**config.mk**
```make
export PLATFORM = sky130hd
export DESIGN_NAME = btn_evt_arb
export DESIGN_NICKNAME = d
export VERILOG_FILES = /design/src/rtl/btn_evt_arb.sv
export SDC_FILE = /design/constraint.sdc
export NUM_CORES = 1
export LEC_CHECK = 0
export CORE_ASPECT_RATIO = 0.6
export CORE_MARGIN = 2
export CORE_UTILIZATION = 32
export DETAILED_ROUTE_END_ITERATION = 8
export GPL_ROUTABILITY_DRIVEN = 0
export PLACE_DENSITY = 0.51
export SLEW_MARGIN = 15
export SYNTH_ARGS = -nofsm -noshare
export SYNTH_HDL_FRONTEND = slang
export SYNTH_SLANG_ARGS = --single-unit
```
**constraint.sdc**
```tcl
create_clock -name CLK -period 4.6 [get_ports CLK]
set_input_delay 0.46 -clock CLK [delete_from_list [all_inputs] [get_ports CLK]]
set_output_delay 0.46 -clock CLK [all_outputs]
set_load 0.005 [all_outputs]
```
**src/rtl/btn_evt_arb.sv**
```systemverilog
// btn_evt_arb: free-running CE prescaler plus round-robin arbiter for four button press events
module btn_evt_arb #(
    parameter int CE_DIV = 50000
) (
    input  logic       CLK,
    input  logic       RST_N,
    input  logic [3:0] BTN_EVT,
    output logic       CE_O,
    output logic       EVT_VLD,
    input  logic       EVT_RDY,
    output logic [1:0] EVT_ID,
    output logic [3:0] PEND,
    output logic       EVT_OVF,
    input  logic       OVF_CLR
);
    localparam logic [0:0]  IDLE    = 1'b0;
    localparam logic [0:0]  OFFER   = 1'b1;
    localparam logic [19:0] CE_LAST = 20'(CE_DIV - 1);
    logic [19:0] cnt;
    logic [0:0]  state;
    logic [1:0]  rr_ptr;
    logic [1:0]  off;
    logic [1:0]  win;
    logic [7:0]  dbl;
    logic [3:0]  clr;
    logic        hs;
    logic        ovf_set;
    assign CE_O    = cnt == CE_LAST;
    assign EVT_VLD = state == OFFER;
    assign hs      = EVT_VLD & EVT_RDY;
    assign clr     = hs ? 4'b0001 << EVT_ID : 4'b0000;
    assign ovf_set = |(BTN_EVT & PEND & ~clr);
    // rotate PEND so bit 0 is the RR_PTR slot; the first set bit is the offset of the winner
    assign dbl     = {PEND, PEND} >> rr_ptr;
    assign off     = dbl[0] ? 2'd0 : dbl[1] ? 2'd1 : dbl[2] ? 2'd2 : 2'd3;
    assign win     = rr_ptr + off;
    always_ff @(posedge CLK or negedge RST_N) begin
        if (!RST_N) begin
            cnt     <= '0;
            PEND    <= '0;
            EVT_OVF <= 1'b0;
            state   <= IDLE;
            EVT_ID  <= '0;
            rr_ptr  <= '0;
        end else begin
            cnt     <= CE_O ? '0 : cnt + 20'd1;
            PEND    <= (PEND & ~clr) | BTN_EVT;
            EVT_OVF <= ovf_set | (EVT_OVF & ~OVF_CLR);
            if (state == IDLE && PEND != '0) begin
                state  <= OFFER;
                EVT_ID <= win;
            end else if (hs) begin
                state  <= IDLE;
                rr_ptr <= EVT_ID + 2'd1;
            end
        end
    end
endmodule

```
# Word-level counts from Yosys, hierarchy flattened
# Index checks and enable logic that the tools add are counted.
# word_totals
inputBits	8
out_inout_bits	9
ff_bits	30
word_cells	35
# classes
bitwise	11
addsub	3
n_reduce_logical	5
shift	2
eq_ne	1
mux	7
# op_table
operator	n
adder 20 x 1 -> 20 bit, second input constant	1
== test 20 x 16 -> 1 bit, second input constant	1
two-way mux 20 bit	1
AND 4 bit	3
right shift 8 x 2 -> 3 bit	1
two-way mux 2 bit	2
two-way mux 4 bit	1
NOT 4 bit	1
bitwise OR 4 bit	1
nonzero test 4 bit	1
OR reduction 4 bit	1
left shift 1 x 2 -> 4 bit, first input constant	1
two-way mux 1 bit	3
NOT 1 bit	3
adder 2 x 1 -> 2 bit, second input constant	1
adder 2 bit	1
AND 1 bit	2
AND reduction 2 bit	1
nonzero test 2 bit	1
logical AND 1 bit	1
bitwise OR 1 bit	1

# Longest topological paths before layout
# Gate-level depths: netlist of the first run.
# depth
depth_word	6
depth_mapped	8
depth_no_buf	7

# Worst setup path after synthesis of the first run
# OpenSTA, ideal clock, no wires.
# synth_timing
path_type	reg2reg
startpoint	register PEND[0]
endpoint	register EVT_ID[1]
path_buffers	1
stages_incl_launch_ff	8
t_arrival_ns	1.620
required_ns	4.518
period_less_slack_ns	1.701
slack_ns	2.899
path_cell_list	dfrtp_1 -> clkbuf_1 -> a21oi_1 -> a211oi_1 -> a21oi_1 -> ha_1 -> or3_1 -> a31oi_1
# synth_between
elab_chain_cells	5
# synth_lines
element	line	text
from (decl)	12	output logic [3:0] PEND,
from (signal assigned)	47	PEND <= (PEND & ~clr) | BTN_EVT;
right shift 8 x 2 -> 3 bit	34	assign dbl = {PEND, PEND} >> rr_ptr;
two-way mux 1 bit	35	assign off = dbl[0] ? 2'd0 : dbl[1] ? 2'd1 : dbl[2] ? 2'd2 : 2'd3;
two-way mux 2 bit (2 in series)	35	
adder 2 bit	36	assign win = rr_ptr + off;
to (signal assigned)	51	EVT_ID <= win;
to (decl)	11	output logic [1:0] EVT_ID,
# Parallel ways exist; a longest one is shown, timed or not.
# A chain may end at the register's enable or synchronous reset.

# Worst setup path after layout of the first run
# layout_timing
startpoint	register cnt[11]
endpoint	output port CE_O
# layout_between
elab_chain_cells	1
# layout_lines
element	line	text
from (decl)	19	logic [19:0] cnt;
from (signal assigned)	46	cnt <= CE_O ? '0 : cnt + 20'd1;
== test 20 x 16 -> 1 bit	28	assign CE_O = cnt == CE_LAST;
to (decl)	8	output logic CE_O,
# Every way passes these cells.

==> flow_metrics.env, run 1 <==
export IMPL_status="complete, no violations"
export IMPL_netlist_area_leader_share_pct=48.9
export IMPL_yosysMostFrequentCell="dfrtp_1"
export IMPL_drt_wl_total_mm=3.31
export IMPL_drc=0
export IMPL_fin_util_pct=40.7
export IMPL_rsz0062_at_grt="no"
export IMPL_fp_dieW_um=93.5
export IMPL_ant_nets=0
export IMPL_cts_setup_buffers=0
export IMPL_fin_ws_ns=1.84
export IMPL_clk_pin_slew_worst_paths_ns=0.06
export IMPL_netlist_top_cells_count="dfrtp_1, nor2_1, nand3_1"
export IMPL_critPathMaxFanout=10
export IMPL_ir_worst_vdd_v=0.000276
export IMPL_numCtsBuffers=5
export IMPL_worstHoldStart="cnt[0]"
export IMPL_r2r_end="EVT_ID[1]"
export IMPL_worstSetupPathType="reg2out"
export IMPL_finalSetupTns_ns=0
export IMPL_start_util_pct=33.5
export IMPL_grt_total_usage_pct=14.1
export IMPL_overflow=0
export IMPL_h_tree_depth=2
export IMPL_yosysWarnings=0
export IMPL_period_share_pct=60.0
export IMPL_grt_max_degree=31
export IMPL_synth_distinct_cells=31
export IMPL_rows=19
export IMPL_holdPathEnd="cnt[0]"
export IMPL_dpl_hpwl_mm=2.44
export IMPL_syn_num_nets=165
export IMPL_end_kind="output pin"
export IMPL_drt_iter0_drc=70
export IMPL_grt_pass1_wl_mm=5.59
export IMPL_start_kind="flop"
export IMPL_die_area_sq_um=5390
export IMPL_slew_violations=0
export IMPL_cts_tree="built"
export IMPL_drt_pre_antenna_iters=6
export IMPL_hold_violations=0
export IMPL_antenna_cells=0
export IMPL_clock_sinks=30
export IMPL_power_density_nw_per_um2=372
export IMPL_ys_seq_area_share_pct=48.9
export IMPL_core_area_sq_um=4590
export IMPL_cts_resized_gates=0
export IMPL_drv_cap=0
export IMPL_whs_ns=0.497
export IMPL_synth_edf_count=0
export IMPL_vias=1177
export IMPL_dieHeight_um=57.7
export IMPL_slew_headroom_pct=61.0
export IMPL_netlist_area_sq_um=1540
export IMPL_grt_pass1_vias=1093
export IMPL_synth_largest_area_cell="dfrtp_1"
export IMPL_reg2reg_depth=7
export IMPL_r2r_start="rr_ptr[1]"
export IMPL_synthCells=151
export IMPL_skew_ns=0.0102
export IMPL_p_leak_nw=0.806
export IMPL_wl_per_cell_um=14.0
export IMPL_synthArstFlopShare_pct=100
export IMPL_synth_flop_cell="dfrtp_1"
export IMPL_root_buffer="clkbuf_8"
export IMPL_synth_seq_cells=30
export IMPL_min_path_cells=1
export IMPL_worstHoldPathType="reg2reg"
export IMPL_portBuffers=16
export IMPL_final_net_count=186
export IMPL_syn2layout_area_growth_pct=21.5
export IMPL_drt_vias_per_instance=4.99
export IMPL_antenna_found_initial=0
export IMPL_tightest_slew_ns=0.581
export IMPL_pin_count=17
export IMPL_dp_slack_ns=2.16
export IMPL_cts_hold_buf=0
export IMPL_period_needed_ns=2.76
export IMPL_setup_viol=0
export IMPL_syn_avg_cell_area_sq_um=10.2
export IMPL_required_ns=4.14
export IMPL_cp_data_arrival_time_ns=2.30
export IMPL_synth_area_leaders="dfrtp_1, xnor2_1, ha_1"
export IMPL_layout_drive_gt1_share_pct=9.25
export IMPL_fmax_ghz=0.363
export IMPL_cts_buffer_depth=2
export IMPL_clk_latency_ns=0.29
export IMPL_reg2reg_slack_ns=2.82
==> area by class of cell <==
type                       instances  area (sq um)
multi-input combinational        110           744
timing repair buffer              17           168
fill                             447          2720
tap                               63          78.8
inverter                           8          30.0
clock buffer                       6          82.6
clock inverter                     2          12.5
sequential                        30           751
==> cell families after synthesis <==
| logic type | after synthesis | synth area share (%) |
|---|---|---|
| adder cells (fa/ha/maj) | 6 | 4.89 |
| flip-flops | 30 | 48.9 |
| AND/OR/NAND/NOR | 66 | 24.2 |
| multiplexers | 2 | 1.38 |
| AO/OA/AOI/OAI | 19 | 8.31 |
| XOR/XNOR | 17 | 9.69 |
| buffers and inverters | 11 | 2.69 |
==> routing by layer <==
layer	track usage [%]	part of all wire (%)	vias up	routed length, um
met2	16.0	35	35	1140
met4	7.56	2.4	0	79
met1	22.8	53	562	1760
li1	-	-	573	-
met5	0	0	-	0
met3	4.29	9.8	7	324
==> power by group <==
part	internal (mW)	switching, mW
combinational	0.0772	0.0618
clock	0.120	0.104
sequential	0.287	0.0447
==> flip-flops by register name, summed over array words and instances (netlist names) <==
register,cells
EVT_ID,2
EVT_OVF,1
EVT_VLD,1
PEND,4
cnt,20
rr_ptr,2
==> worst max-delay path by stage <==
stage	cells after the start	slack [ns]	from	to
2_1_floorplan	7	2.90	PEND[0]	EVT_ID[1]
3_3_place_gp	4	2.19	cnt[11]	CE_O
3_5_place_dp	4	2.16	cnt[0]	CE_O
4_1_cts	4	1.84	cnt[11]	CE_O
5_1_grt	4	1.71	cnt[17]	CE_O
6_report	4	1.84	cnt[11]	CE_O
==> cell usage in the layout, fill, tap and decap left out, types with 2 or more instances in the layout <==
cell type | netlist | layout
a21o_1 | 4 | 4
a21oi_1 | 4 | 4
a31oi_1 | 2 | 2
and3_1 | 3 | 3
clkbuf_8 | 0 | 6
clkdlybuf4s50_1 | 0 | 16
dfrtp_1 | 30 | 30
ha_1 | 6 | 6
inv_1 | 8 | 8
nand2_1 | 7 | 7
nand2b_1 | 2 | 2
nand3_1 | 15 | 15
nand3_2 | 2 | 2
nand4_1 | 6 | 6
nor2_1 | 17 | 17
nor2b_1 | 2 | 2
nor3_1 | 3 | 3
nor4_1 | 4 | 4
nor4_2 | 2 | 2
o21ai_0 | 4 | 4
xnor2_1 | 12 | 12
xor2_1 | 5 | 5
==> stage by stage <==
| step | instances | total power, mW | instance area [sq um] |
|---|---|---|---|
| finish | 236 | 0.694 | 1870 |
| global route | 236 | 0.740 | 1870 |
| CTS | 236 | 0.704 | 1870 |
| detailed placement | 228 | 0.478 | 1770 |
| global placement | 228 | 0.474 | 1770 |
| floorplan | 151 | 0.403 | 1540 |
==> critical path, cell delays in order (launching register included) <==
cell and delay, ns:
dfrtp_1 0.43, and4bb_1 0.28, nand4_1 0.15, nor4_4 0.54, clkdlybuf4s50_1 0.62
No activity file was read; power rests on OpenSTA's default activity.
==> run 2, diff against run 1 <==
- PLACE_DENSITY: 0.51 -> 0.53
- clock period: 4.6 -> 2.3 ns (I/O delays scaled with it)
==> run 2 against run 1 <==
Compared with the run above: combinational power grew 99%; flip-flop and latch count unchanged; register-to-register slack got worse by 2.3 ns; global-route usage fell by 1.3 points; final area increased by 0.20%; first-iteration DRC count shrank 46%; via count is 2.3% lower; clock power up 92%; power is 97% higher; critical path depth unchanged; clock-buffer cell count increased by 1.
==> flow_metrics.env, run 2 (synthesis results as in run 1) <==
export IMPL_status="complete, no violations"
export IMPL_power_frac_seq_pct=48.5
export IMPL_core_area_sq_um=4590
export IMPL_h_tree_depth=2
export IMPL_rsz0062_at_grt="no"
export IMPL_drt_pre_antenna_iters=4
export IMPL_dieHeight_um=57.7
export IMPL_pin_count=17
export IMPL_mostFrequentLayoutCell="dfrtp_1"
export IMPL_end_kind="output pin"
export IMPL_largest_reg_flops=20
export IMPL_power_total_mw=1.37
export IMPL_skew_ns=0.00483
export IMPL_final_cell_mix="dfrtp_1, nor2_1, clkdlybuf4s50_1, nand3_1, xnor2_1"
export IMPL_worstHoldPathType="in2async"
export IMPL_rows=19
export IMPL_cts_buffer_depth=2
export IMPL_numCtsBuffers=5
export IMPL_cpPeakStageDelay_ns=0.54
export IMPL_cts_setup_buffers=0
export IMPL_ant_nets=0
export IMPL_hold_violations=0
export IMPL_cts_hold_buf=0
export IMPL_drc=0
export IMPL_grt_total_usage_pct=12.8
export IMPL_reg2reg_slack_ns=0.48
export IMPL_cp_data_arrival_time_ns=1.97
export IMPL_die_area_sq_um=5390
export IMPL_start_util_pct=33.5
export IMPL_clk_latency_ns=0.28
export IMPL_syn2layout_area_growth_pct=21.7
export IMPL_wl_per_cell_um=13.1
export IMPL_top_register="cnt"
export IMPL_grt_max_degree=31
export IMPL_clk_pin_slew_worst_paths_ns=0.06
export IMPL_reg2reg_depth=7
export IMPL_fp_dieW_um=93.5
export IMPL_grt_pass1_vias=1027
export IMPL_start_kind="flop"
export IMPL_antenna_found_initial=0
export IMPL_critPathMaxFanout=6
export IMPL_period_share_pct=95.4
export IMPL_fmax_ghz=0.456
export IMPL_final_net_count=187
export IMPL_required_ns=2.07
export IMPL_critPathLaunch="cnt[0]"
export IMPL_drv_cap=0
export IMPL_combPwrFrac_pct=20.2
export IMPL_slew_headroom_pct=70.2
export IMPL_grt_pass1_wl_mm=5.13
export IMPL_vias=1150
export IMPL_reg_top3="cnt x20, PEND x4"
export IMPL_cp_endpoint="CE_O"
export IMPL_r2r_start="PEND[3]"
export IMPL_worstPathCellList="ha_1 > nand3_2 > nor4_4 > clkdlybuf4s50_1"
export IMPL_power_density_nw_per_um2=731
export IMPL_switchingPower_uw=396
export IMPL_root_buffer="clkbuf_8"
export IMPL_drt_wl_total_mm=3.09
export IMPL_intPower_uw=970
export IMPL_drt_vias_per_instance=4.85
export IMPL_fin_util_pct=40.8
export IMPL_drt_iter0_drc=38
export IMPL_p_clk_share_pct=31.4
export IMPL_setup_viol=0
export IMPL_slew_violations=0
export IMPL_tightest_slew_ns=0.443
export IMPL_swShare_pct=29.0
export IMPL_r2r_end="EVT_ID[1]"
export IMPL_layout_drive_gt1_share_pct=9.20
export IMPL_ir_worst_vdd_v=0.000186
export IMPL_overflow=0
export IMPL_p_leak_nw=0.812
export IMPL_antenna_cells=0
export IMPL_finalSetupTns_ns=0
export IMPL_cts_tree="built"
export IMPL_whs_ns=0.339
export IMPL_place_inst=229
export IMPL_cts_resized_gates=0
export IMPL_period_needed_ns=2.20
export IMPL_slowest_stage="clkdlybuf4s50_1"
export IMPL_portBuffers=16
export IMPL_dpl_hpwl_mm=2.37
export IMPL_final_cells=237
export IMPL_clock_sinks=30
export IMPL_worstSetupPathType="reg2out"
[run 2: stage by stage]
| step | setup WS (ns) | area (sq um) |
|---|---|---|
| 3_3_place_gp | 0.469 | 1780 |
| 5_1_grt | 0.00751 | 1870 |
| 2_1_floorplan | 0.599 | 1540 |
| 4_1_cts | 0.0936 | 1870 |
| 6_report | 0.105 | 1870 |
| 3_5_place_dp | 0.404 | 1780 |
[run 2: worst min path at each step]
stage,slack (ns),to,depth (start not counted)
after floorplan,-0.07,EVT_ID[0],0
after global placement,0.47,cnt[0],1
after detailed placement,0.48,cnt[19],1
after CTS,0.36,cnt[18],2
after global routing,0.37,cnt[19],2
final,0.34,cnt[15],2
[run 2: critical path, delay by kind of cell (launching register included)]
kind,cells,cell delay [ns]
buf+inv,1,0.54
simple gates,2,0.53
flops,1,0.39
fa+ha+maj,1,0.22
[run 2: power groups by stage]
| stage | clock, mW | combinational, mW | sequential (mW) |
|---|---|---|---|
| 2_1_floorplan | 0 | 0.166 | 0.640 |
| 3_3_place_gp | 0 | 0.277 | 0.665 |
| 3_5_place_dp | 0 | 0.279 | 0.671 |
| 4_1_cts | 0.441 | 0.281 | 0.661 |
| 5_1_grt | 0.466 | 0.321 | 0.672 |
| 6_report | 0.429 | 0.276 | 0.662 |
[run 2: routing by layer]
metal  wire, um  share of wire [%]  track usage (%)
met5          0                  0                0
met4         40                1.3             6.30
met3        125                4.0             3.51
met2       1220                 39             15.5
met1       1710                 55             20.3
[run 2: final cells by class]
class,instances,area [sq um]
repair buffers,18,175
well taps,63,78.8
flip-flops and latches,30,751
fillers,447,2720
inverters,8,30.0
multi-input cells,110,744
clock buffers,7,86.3
clock inverters,1,5.00
==> run 3, diff against run 2 <==
- CORE_ASPECT_RATIO: 0.6 -> 1.25
==> run 3 against run 2 <==
Compared with the run above: clock power up 16%; first-iteration DRC count up 26%; critical path depth unchanged; wire length up 4.5%; power up 4.5%; sequential share of layout area down 0.61 points; clock skew down 0.0011 ns; hold slack worse by 0.0010 ns; die area down 0.28%; flip-flop and latch count unchanged; setup slack better by 0.016 ns; sequential power down 0.6%; critical path type unchanged; critical endpoint unchanged.
==> flow_metrics.env, run 3 (synthesis results as in run 1) <==
export IMPL_power_density_nw_per_um2=752
export IMPL_clk_latency_ns=0.28
export IMPL_slew_headroom_pct=73.2
export IMPL_overflow=0
export IMPL_h_tree_depth=2
export IMPL_slowest_stage="clkdlybuf4s50_1"
export IMPL_worstPathCellList="ha_1 > nand3_4 > nor4_4 > clkdlybuf4s50_1"
export IMPL_busiest_layer="met2"
export IMPL_root_buffer="clkbuf_8"
export IMPL_status="complete, no violations"
export IMPL_critPathMaxFanout=6
export IMPL_fmax_ghz=0.459
export IMPL_ir_worst_vdd_v=0.000369
export IMPL_drc=0
export IMPL_antenna_found_initial=0
export IMPL_vias=1149
export IMPL_period_needed_ns=2.18
export IMPL_layout_drive_gt1_share_pct=10.3
export IMPL_tightest_slew_ns=0.398
export IMPL_hold_violations=0
export IMPL_required_ns=2.07
export IMPL_cpLargestDelayFamily="buffers and inverters"
export IMPL_fin_ws_ns=0.121
export IMPL_portBuffers=16
export IMPL_cts_buffer_depth=2
export IMPL_core_area_sq_um=4690
export IMPL_dieHeight_um=81.5
export IMPL_reg2reg_depth=7
export IMPL_skew_ns=0.00373
export IMPL_slew_violations=0
export IMPL_cts_resized_gates=0
export IMPL_cp_data_arrival_time_ns=1.95
export IMPL_met2_usage_pct=24.0
export IMPL_drt_wl_total_mm=3.23
export IMPL_final_cell_mix="dfrtp_1, nor2_1, clkdlybuf4s50_1, nand3_1, xnor2_1"
export IMPL_grt_pass1_vias=1187
export IMPL_nFillCells=464
export IMPL_die_area_sq_um=5370
export IMPL_worstSetupPathType="reg2out"
export IMPL_clock_sinks=30
export IMPL_syn2layout_area_growth_pct=23.6
export IMPL_wl_per_cell_um=13.8
export IMPL_grt_pass1_wl_mm=5.49
export IMPL_rows=28
export IMPL_met1_usage_pct=15.0
export IMPL_cts_tree="built"
export IMPL_reg2reg_slack_ns=0.54
export IMPL_critPathLaunch="cnt[0]"
export IMPL_mostFrequentLayoutCell="dfrtp_1"
export IMPL_pin_count=17
export IMPL_cpPeakStageDelay_ns=0.56
export IMPL_grt_met3_usage_pct=3.42
export IMPL_drt_iter0_drc=48
export IMPL_r2r_start="PEND[3]"
export IMPL_critPathBufInv=1
export IMPL_numCtsBuffers=5
export IMPL_worstHoldPathType="in2async"
export IMPL_clk_pin_slew_worst_paths_ns=0.06
export IMPL_drt_pre_antenna_iters=4
export IMPL_cts_hold_buf=0
export IMPL_dpl_hpwl_mm=2.24
export IMPL_r2r_end="EVT_ID[1]"
export IMPL_drt_vias_per_instance=4.91
export IMPL_antenna_cells=0
export IMPL_setup_viol=0
export IMPL_grt_max_degree=31
export IMPL_top_register="cnt"
export IMPL_fp_dieW_um=66.0
export IMPL_end_kind="output pin"
export IMPL_start_util_pct=32.7
export IMPL_final_net_count=187
export IMPL_period_share_pct=94.7
export IMPL_grt_total_usage_pct=13.7
export IMPL_largest_reg_flops=20
export IMPL_fin_util_pct=40.5
export IMPL_drv_cap=0
export IMPL_ant_nets=0
export IMPL_start_kind="flop"
export IMPL_dp_slack_ns=0.394
export IMPL_reg_top3="cnt x20, PEND x4"
export IMPL_p_leak_nw=0.823
export IMPL_cts_setup_buffers=0
## run 3: routing by layer
metal / part of all wire [%] / up-vias / routed length [um]
met5: 0 / - / 0
met2: 51 / 22 / 1640
met3: 3.9 / 5 / 127
li1: - / 571 / -
met4: 1.8 / 0 / 57
met1: 44 / 551 / 1410
## run 3: area by class of cell
type	count	area, sq um	area share [%]
Clock buffer	8	110	5.80
Inverter	8	30.0	1.58
Multi-Input combinational cell	110	758	39.9
Sequential cell	30	751	39.5
Tap cell	60	75.1	3.95
Timing Repair Buffer	18	175	9.22
## run 3: through the flow
stage / TNS [ns] / hold slack [ns] / instances / instance area [sq um] / power [mW]
2_1_floorplan: 0 / -0.0656 / 151 / 1540 / 0.806
3_3_place_gp: 0 / 0.464 / 226 / 1780 / 0.933
3_5_place_dp: 0 / 0.486 / 226 / 1780 / 0.947
4_1_cts: 0 / 0.357 / 234 / 1890 / 1.45
5_1_grt: -0.0165 / 0.394 / 234 / 1900 / 1.52
6_report: 0 / 0.338 / 234 / 1900 / 1.43
## run 3: worst reg2reg max path, cell delays in order (launching register included)
cell and delay (ns):
dfrtp_1 0.46, nand2_1 0.11, a21oi_1 0.06, a211oi_1 0.23
a21oi_1 0.07, ha_1 0.20, or3_1 0.37, a31oi_1 0.18
## run 3: worst max-delay path by stage
stage | end | slack, ns | cells past startpoint
global placement | CE_O | 0.44 | 4
finish | CE_O | 0.12 | 4
CTS | CE_O | 0.06 | 4
global route | CE_O | -0.02 | 4
floorplan | EVT_ID[1] | 0.60 | 7
detailed placement | CE_O | 0.39 | 4
## run 3: report_power, final
| group | switching (mW) | internal [mW] | total (mW) |
|---|---|---|---|
| Sequential | 0.0829 | 0.575 | 0.658 |
| Clock | 0.194 | 0.302 | 0.496 |
| Combinational | 0.117 | 0.158 | 0.275 |
| Total | 0.395 | 1.03 | 1.43 |
